===== config.mk =====
export PLATFORM = sky130hd
export DESIGN_NAME = sram_arbiter_flat
export DESIGN_NICKNAME = d
export VERILOG_FILES = /design/src/rtl/sram_arbiter_if.sv /design/src/rtl/sram_arbiter.sv /design/src/flat_wrapper.sv
export SDC_FILE = /design/constraint.sdc
export NUM_CORES = 1
export LEC_CHECK = 0
export ABC_AREA = 1
export BUFFER_PORTS_ARGS = -buffer_cell sky130_fd_sc_hd__buf_2
export CORE_ASPECT_RATIO = 0.75
export CORE_MARGIN = 2
export CORE_UTILIZATION = 48
export DETAILED_ROUTE_END_ITERATION = 16
export GPL_ROUTABILITY_DRIVEN = 0
export HOLD_SLACK_MARGIN = 0.05
export PLACE_DENSITY = 0.86
export SETUP_SLACK_MARGIN = 0.15
export SYNTH_ARGS = -nofsm -noshare
export SYNTH_HDL_FRONTEND = slang
export SYNTH_SLANG_ARGS = --single-unit
export TNS_END_PERCENT = 5

===== constraint.sdc =====
create_clock -name clk -period 4.2 [get_ports clk]
set_input_delay 0.63 -clock clk [delete_from_list [all_inputs] [get_ports clk]]
set_output_delay 0.63 -clock clk [all_outputs]
set_load 0.02 [all_outputs]

===== src/rtl/sram_arbiter_if.sv =====
// Requester-side and SRAM-side signal bundle for sram_arbiter.
// slave is the arbiter's view; master is the requesters plus SRAM macro.
interface sram_arbiter_if #(
  parameter int NUM_REQ = 2
);
  logic [NUM_REQ-1:0]       req_valid;
  logic [NUM_REQ-1:0]       req_write;
  logic [NUM_REQ-1:0][31:0] req_addr;
  logic [NUM_REQ-1:0][31:0] req_wdata;
  logic [NUM_REQ-1:0]       req_ready;
  logic [NUM_REQ-1:0]       resp_valid;
  logic [31:0]              resp_rdata;
  logic                     resp_err;
  logic                     mem_cs;
  logic                     mem_we_n;
  logic [31:0]              mem_addr;
  logic [31:0]              mem_wdata;
  logic [31:0]              mem_rdata;
  logic                     mem_resp;

  modport slave (
    input  req_valid, req_write, req_addr, req_wdata, mem_rdata, mem_resp,
    output req_ready, resp_valid, resp_rdata, resp_err,
           mem_cs, mem_we_n, mem_addr, mem_wdata
  );

  modport master (
    output req_valid, req_write, req_addr, req_wdata, mem_rdata, mem_resp,
    input  req_ready, resp_valid, resp_rdata, resp_err,
           mem_cs, mem_we_n, mem_addr, mem_wdata
  );
endinterface


===== src/rtl/sram_arbiter.sv =====
// Round-robin arbiter sharing one single-port word SRAM between NUM_REQ requesters.
// Each access runs IDLE -> ACCESS -> COMPLETE; out-of-range addresses skip ACCESS.
module sram_arbiter #(
  parameter int NUM_REQ = 2,
  parameter int DEPTH   = 1024
) (
  input logic           clk,
  input logic           reset,
  sram_arbiter_if.slave arb_if
);
  localparam int PW = $clog2(NUM_REQ);

  typedef enum logic [1:0] {IDLE, ACCESS, COMPLETE} state_e;

  state_e              state_q, state_d;
  logic [PW-1:0]       rr_ptr_q, rr_ptr_d;
  logic [PW-1:0]       owner_q;
  logic                write_q;
  logic                oor_q;
  logic [31:0]         rdata_q;
  logic                mem_cs_q, mem_we_n_q;
  logic [31:0]         mem_addr_q, mem_wdata_q;

  logic [PW-1:0]       winner, idx;
  logic                found;
  logic                any_req, handshake;
  logic [31:0]         win_addr;
  logic                win_oor;
  logic [NUM_REQ-1:0]  req_ready, resp_valid;
  logic [31:0]         resp_rdata;
  logic                resp_err;

  // First valid requester at or after rr_ptr, wrapping.
  always_comb begin
    winner = rr_ptr_q;
    found  = 1'b0;
    idx    = rr_ptr_q;
    for (int k = 0; k < NUM_REQ; k++) begin
      idx = PW'((int'(rr_ptr_q) + k) % NUM_REQ);
      if (!found && arb_if.req_valid[idx]) begin
        found  = 1'b1;
        winner = idx;
      end
    end
  end

  assign any_req   = |arb_if.req_valid;
  assign handshake = (state_q == IDLE) && any_req;
  assign win_addr  = arb_if.req_addr[winner];
  assign win_oor   = win_addr >= 32'(DEPTH);
  assign rr_ptr_d  = (winner == PW'(NUM_REQ - 1)) ? '0 : winner + 1'b1;

  always_ff @(posedge clk) begin
    if (reset) state_q <= IDLE;
    else       state_q <= state_d;
  end

  always_comb begin
    state_d = state_q;
    case (state_q)
      IDLE:     if (any_req) state_d = win_oor ? COMPLETE : ACCESS;
      ACCESS:   state_d = COMPLETE;
      COMPLETE: state_d = IDLE;
      default:  state_d = IDLE;
    endcase
  end

  always_comb begin
    req_ready  = '0;
    resp_valid = '0;
    resp_err   = 1'b0;
    resp_rdata = '0;
    case (state_q)
      IDLE: if (any_req) req_ready[winner] = 1'b1;
      COMPLETE: begin
        resp_valid[owner_q] = 1'b1;
        if (oor_q)        resp_err   = 1'b1;
        else if (write_q) resp_err   = ~arb_if.mem_resp;
        else              resp_rdata = rdata_q;
      end
      default: ;
    endcase
  end

  // SRAM port is registered so the macro sees clean levels for the whole ACCESS cycle.
  always_ff @(posedge clk) begin
    if (reset) begin
      rr_ptr_q    <= '0;
      owner_q     <= '0;
      write_q     <= 1'b0;
      oor_q       <= 1'b0;
      rdata_q     <= '0;
      mem_cs_q    <= 1'b0;
      mem_we_n_q  <= 1'b1;
      mem_addr_q  <= '0;
      mem_wdata_q <= '0;
    end else begin
      mem_cs_q   <= 1'b0;
      mem_we_n_q <= 1'b1;
      if (handshake) begin
        rr_ptr_q <= rr_ptr_d;
        owner_q  <= winner;
        write_q  <= arb_if.req_write[winner];
        oor_q    <= win_oor;
        if (!win_oor) begin
          mem_cs_q    <= 1'b1;
          mem_we_n_q  <= ~arb_if.req_write[winner];
          mem_addr_q  <= win_addr;
          mem_wdata_q <= arb_if.req_wdata[winner];
        end
      end
      if (state_q == ACCESS && !write_q) rdata_q <= arb_if.mem_rdata;
    end
  end

  assign arb_if.req_ready  = req_ready;
  assign arb_if.resp_valid = resp_valid;
  assign arb_if.resp_rdata = resp_rdata;
  assign arb_if.resp_err   = resp_err;
  assign arb_if.mem_cs     = mem_cs_q;
  assign arb_if.mem_we_n   = mem_we_n_q;
  assign arb_if.mem_addr   = mem_addr_q;
  assign arb_if.mem_wdata  = mem_wdata_q;
endmodule


===== src/flat_wrapper.sv =====
// flat-port wrapper written by rule: the top's interface ports become plain ports
module sram_arbiter_flat 
#(
  parameter int NUM_REQ = 2,
  parameter int DEPTH   = 1024
)
  (clk, reset, arb_if_req_valid, arb_if_req_write, arb_if_req_addr, arb_if_req_wdata, arb_if_mem_rdata, arb_if_mem_resp, arb_if_req_ready, arb_if_resp_valid, arb_if_resp_rdata, arb_if_resp_err, arb_if_mem_cs, arb_if_mem_we_n, arb_if_mem_addr, arb_if_mem_wdata);
  sram_arbiter_if #(.NUM_REQ(NUM_REQ)) arb_if_i ();
  input logic clk;
  input logic reset;
  input wire logic [$bits(arb_if_i.req_valid)-1:0] arb_if_req_valid;
  input wire logic [$bits(arb_if_i.req_write)-1:0] arb_if_req_write;
  input wire logic [$bits(arb_if_i.req_addr)-1:0] arb_if_req_addr;
  input wire logic [$bits(arb_if_i.req_wdata)-1:0] arb_if_req_wdata;
  input wire logic [$bits(arb_if_i.mem_rdata)-1:0] arb_if_mem_rdata;
  input wire logic [$bits(arb_if_i.mem_resp)-1:0] arb_if_mem_resp;
  output wire logic [$bits(arb_if_i.req_ready)-1:0] arb_if_req_ready;
  output wire logic [$bits(arb_if_i.resp_valid)-1:0] arb_if_resp_valid;
  output wire logic [$bits(arb_if_i.resp_rdata)-1:0] arb_if_resp_rdata;
  output wire logic [$bits(arb_if_i.resp_err)-1:0] arb_if_resp_err;
  output wire logic [$bits(arb_if_i.mem_cs)-1:0] arb_if_mem_cs;
  output wire logic [$bits(arb_if_i.mem_we_n)-1:0] arb_if_mem_we_n;
  output wire logic [$bits(arb_if_i.mem_addr)-1:0] arb_if_mem_addr;
  output wire logic [$bits(arb_if_i.mem_wdata)-1:0] arb_if_mem_wdata;
  assign arb_if_i.req_valid = arb_if_req_valid;
  assign arb_if_i.req_write = arb_if_req_write;
  assign arb_if_i.req_addr = arb_if_req_addr;
  assign arb_if_i.req_wdata = arb_if_req_wdata;
  assign arb_if_i.mem_rdata = arb_if_mem_rdata;
  assign arb_if_i.mem_resp = arb_if_mem_resp;
  assign arb_if_req_ready = arb_if_i.req_ready;
  assign arb_if_resp_valid = arb_if_i.resp_valid;
  assign arb_if_resp_rdata = arb_if_i.resp_rdata;
  assign arb_if_resp_err = arb_if_i.resp_err;
  assign arb_if_mem_cs = arb_if_i.mem_cs;
  assign arb_if_mem_we_n = arb_if_i.mem_we_n;
  assign arb_if_mem_addr = arb_if_i.mem_addr;
  assign arb_if_mem_wdata = arb_if_i.mem_wdata;
  sram_arbiter #(.NUM_REQ(NUM_REQ), .DEPTH(DEPTH)) u_core (.clk(clk), .reset(reset), .arb_if(arb_if_i));
endmodule

Word-level counts from Yosys, hierarchy flattened
Cells that the tools add are included.
{ "word_totals": {"ff_bits": 104, "latchBits": 0, "ram_bits": 0, "mem_bits_ro": 0, "inputBits": 167, "output_inout_bits": 103, "mem_count": 0} }
{ "classes": {"add_sub_neg": 2, "n_mul": 0, "div": 0, "magnitude_cmp": 7, "eq_ne": 3, "shift": 0, "n_mux": 30, "bitwise_logic": 4, "reduce_logical": 12} }
{ "op_table": {"columns": ["operator", "n"], "rows": [
  ["32-bit two-way mux", 7],
  ["32-bit by 11-bit greater-or-equal comparator with 1-bit output (second input constant)", 1],
  ["1-bit two-way mux", 15],
  ["2-bit two-way mux", 5],
  ["1-bit by 2-bit less-than comparator with 1-bit output (second input constant)", 4],
  ["1-bit logical AND", 5],
  ["1-bit inverter", 4],
  ["2-bit case mux with 2 select lines", 1],
  ["2-bit OR reduction", 2],
  ["3-bit OR reduction", 1],
  ["1-bit adder (second input constant)", 2],
  ["1-bit demux with 1-bit select", 2],
  ["2-bit by 1-bit == test with 1-bit output (second input constant)", 1],
  ["2-bit == test (second input constant)", 1],
  ["1-bit greater-or-equal comparator (second input constant)", 2],
  ["1-bit logical NOT", 2],
  ["2-bit logical NOT", 1],
  ["2-bit by 1-bit != test with 1-bit output (second input constant)", 1],
  ["2-bit AND reduction", 1]
]} }

Logic depth before layout (Yosys ltp)
{ "logic_depth": {"depth_word": 12, "ltp_mapped": 14, "depth_no_buf": 12} }

Worst setup path before layout
Ideal clock, no wire load.
{ "synth_timing": {"path_kind": "input port to output port", "start": "in arb_if_req_valid[1]", "end": "out arb_if_req_ready[0]", "t_arrival_ns": 1.735, "t_required_ns": 3.570, "slack_ns": 1.835, "path_stages": 7, "path_buffers": 2, "cell_sequence": "inv_1 nand3_2 nand2_1 inv_2 buf_2 clkbuf_1 nor2_1"} }
{ "synth_via": {"elab_chain_len": 12, "elab_cells_between_ends": 16, "cone_classes": "2 x order compare; 10 x mux; 4 x reduce/logical"} }
{ "synth_lines": {"columns": ["item", "line", "rtl"], "rows": [
  ["start: declaration", "flat_wrapper.sv:11", "input wire logic [$bits(arb_if_i.req_valid)-1:0] arb_if_req_valid;"],
  ["1-bit two-way mux (implied by the code) (2 in series)", "sram_arbiter.sv:40", "if (!found && arb_if.req_valid[idx]) begin"],
  ["1-bit two-way mux", "sram_arbiter.sv:40", null],
  ["1-bit logical NOT", "sram_arbiter.sv:40", null],
  ["1-bit logical AND", "sram_arbiter.sv:40", null],
  ["1-bit two-way mux", "sram_arbiter.sv:40", null],
  ["1-bit by 2-bit less-than comparator with 1-bit output (implied by the code) / 1-bit greater-or-equal comparator (equally long branches)", "sram_arbiter.sv:74", "IDLE: if (any_req) req_ready[winner] = 1'b1;"],
  ["1-bit logical AND (implied by the code)", "sram_arbiter.sv:74", null],
  ["1-bit two-way mux (implied by the code)", "sram_arbiter.sv:74", null],
  ["1-bit demux with 1-bit select", null, null],
  ["2-bit two-way mux (*)", "sram_arbiter.sv:74", null],
  ["2-bit two-way mux (*)", "sram_arbiter.sv:73", "case (state_q)"],
  ["end: declaration", "flat_wrapper.sv:17", "output wire logic [$bits(arb_if_i.req_ready)-1:0] arb_if_req_ready;"]
]} }
Mark *: on every way between the ends. The rest lies on a longest branch, timed or not. The select of a mux whose other input is x is not followed.

Worst setup path after layout
{ "layout_timing": {"start": "in arb_if_req_valid[1]", "end": "out arb_if_req_ready[1]"} }
The elaborated chain is that of the path after synthesis.

==> results.json <==
{
  "grt_use_met3_pct": 7.513,
  "diodes": 0,
  "clkTransAtPathRegs_ns": 0.07,
  "antenna_found_initial": 2,
  "cts_resized": 0,
  "syn-num-nets": 890,
  "insertion_delay_ns": 0.34,
  "grt_max_degree": 65,
  "crit_buf_inv": 4,
  "clock_sinks": 104,
  "hold_path_class": "reg2reg",
  "avgSynthCellArea_sq_um": 6.651,
  "worstHoldStart": "u_core.arb_if.mem_addr[13]",
  "track_usage_pct": 24.67,
  "synthTopCellsByCount": "nand2_1, dfxtp_1, inv_1, nand3_1, nor2_1",
  "grtUsageMet2_pct": 41.24,
  "yosys_most_used_dff": "dfxtp_1",
  "critPathLaunch": "arb_if_req_valid[1]",
  "yosys-top-cells-area": "dfxtp_1, nand2_1, inv_1",
  "post-dp-hpwl_um": 10090,
  "fin_cells": 1095,
  "maxCapViolCount": 0,
  "leakagePower_nw": 3.488,
  "cts_tree": "built",
  "area_growth_pct": 34.61,
  "final_util_pct": 66.75,
  "use_met1_pct": 30.81,
  "status": "finished, final reports clean",
  "dr.pass1.iters": 5,
  "synth_top_area_share_pct": 43.30,
  "synth.distinct_cells": 21,
  "vias": 5346,
  "first_global_vias": 4758,
  "p_switching_uw": 596.9,
  "hold_violations": 0,
  "relSlewSlack_pct": 31.76,
  "drtIter0Drc": 297,
  "crit_path_max_fanout": 58,
  "worst_pin_slew_ns": 1.022,
  "cp.required_ns": 3.57,
  "core_area_sq_um": 9697,
  "ios": 270,
  "sequentialPowerShare_pct": 46.6,
  "pwr-share-comb_pct": 14.4,
  "end_kind": "primary output",
  "drive_above_1_share_pct": 31.57,
  "yosysTopAreaCell": "dfxtp_1",
  "top_usage_layer": "met2",
  "postCtsHoldBufs": 0,
  "start_kind": "input pin",
  "intPower_mw": 1.533,
  "wl_per_cell_um": 12.66,
  "wirelength_um": 13860,
  "clk_root_buffer_cell": "clkbuf_16",
  "power_frac_clock_pct": 39.0,
  "design.die.area_sq_um": 10840,
  "crit_type": "in2out",
  "max_stage_delay_ns": 0.49,
  "async_flop_share_pct": 0,
  "die_height_um": 90.68,
  "netlist_instances": 723,
  "period_share_pct": 67.22,
  "max_freq_mhz": 354.2,
  "critical_path.slowest_cell": "buf_4",
  "netlist_area_sq_um": 4808,
  "setup_viol": 0,
  "num_rows": 31,
  "min_period_ns": 2.823,
  "cts_max_level": 3,
  "remaining_drc_errors": 0,
  "power_density_nw_per_um2": 329.0,
  "rr_startpoint": "u_core.rr_ptr_q",
  "fp.dieW_um": 119.6,
  "grt_pass1_wl_um": 22110,
  "ys_seq_area_share_pct": 43.30,
  "start_util_pct": 49.59,
  "place_inst": 1079,
  "swShare_pct": 28.03,
  "whs_ns": 0.4224,
  "synth_warnings": 0,
  "synth_seq_cells": 104,
  "clockBufferDepth": 2,
  "post_cts_buffers": 0,
  "layout.nets": 1125,
  "cp_common_cell": "buf_2",
  "arrival_ns": 2.19,
  "cp_top_family": "buffers and inverters",
  "antenna_left": 0,
  "report.final.slew_viol_count": 0,
  "tns_ns": 0,
  "irDropWorstVdd_mv": 0.2092,
  "fin_skew_ns": 0.009803,
  "grt.overflow.total": 0,
  "total_power_mw": 2.130,
  "portBuffers": 269,
  "yosysMostFrequentCell": "nand2_1",
  "vias_per_cell": 4.882,
  "synth_edf_count": 0,
  "numCtsBuffers": 9,
  "crit_chain": "buf_2 -> inv_1 -> nand3_2 -> nand2_2 -> buf_4 -> nor2_1 -> buf_2",
  "rsz0062_at_grt": "no"
}
-- logic make-up (layout without fill, tap and decap cells) --
kind of cell | after synthesis | in the layout | share of synthesized area, %
flip-flops | 104 | 104 | 43.30
AO/OA/AOI/OAI | 70 | 70 | 7.624
AND/OR/NAND/NOR | 422 | 422 | 38.62
buffers and inverters | 127 | 367 | 10.46
-- worst register-to-register path, stage by stage, from the launching register on --
cell	delay (ns)
dfxtp_1	0.39
nand3_2	0.28
nand2_2	0.28
buf_4	0.49
nand2_1	0.11
nand2_1	0.09
nor2_1	0.05
nand2_1	0.10
nor2_4	0.05
nand3_4	0.26
nand2_2	0.34
nor2_1	0.20
-- metrics by stage --
stage | setup slack (ns) | area (sq um)
after global placement | 1.110 | 6165
after floorplan | 1.835 | 4808
final | 1.377 | 6472
after detailed placement | 1.025 | 6165
after global routing | 1.066 | 6472
after CTS | 1.365 | 6472
-- power by group through the flow --
stage,Combinational (mW),Clock (mW),Sequential [mW]
finish,0.307,0.829,0.993
global route,0.350,0.887,0.993
CTS,0.309,0.846,0.993
detailed placement,0.308,0,1.02
global placement,0.305,0,1.02
floorplan,0.190,0,1.01
-- worst paths after layout --
| check | endpoint | slack, ns | cells after the start |
|---|---|---|---|
| setup / recovery | arb_if_req_ready[1] | 1.38 | 7 |
| hold / removal | u_core.arb_if.mem_addr[13] | 0.42 | 2 |
| setup reg to reg | u_core.arb_if.mem_addr[23] | 1.50 | 11 |
| hold reg to reg | u_core.arb_if.mem_addr[13] | 0.42 | 2 |
-- final cells by class --
cell class,instances,area [sq um]
tap,132,165.2
sequential,104,2082
fill,898,3224
clock buffer,9,225.2
inverter,74,277.8
multi-input combinational,492,2233
clock inverter,7,82.58
timing repair buffer,277,1406
-- registers in the layout, summed over array words and instances (netlist names) --
signal                   cells
u_core.owner_q               1
u_core.rr_ptr_q              1
u_core.arb_if.mem_addr      32
u_core.state_q               2
u_core.oor_q                 1
u_core.arb_if.mem_we_n       1
u_core.arb_if.mem_wdata     32
u_core.write_q               1
u_core.rdata_q              32
u_core.arb_if.mem_cs         1
-- routing by layer --
metal  vias up  wire length (um)
met2       195              6562
met4         2               216
met5         -                13
met1      2353              5926
li1       2776                 -
met3        20              1139
-- cell usage in the layout (no fill, tap or decap), types with 32 or more instances in the layout --
cell | Yosys | layout
dfxtp_1 | 104 | 104
a21oi_1 | 35 | 35
nand3_1 | 51 | 50
nor2_1 | 47 | 46
nand2_1 | 238 | 237
inv_1 | 73 | 72
nand4_1 | 42 | 42
o21ai_0 | 33 | 33
nor3_1 | 32 | 32
buf_2 | 15 | 269
Power figures use the tool's default switching activity.
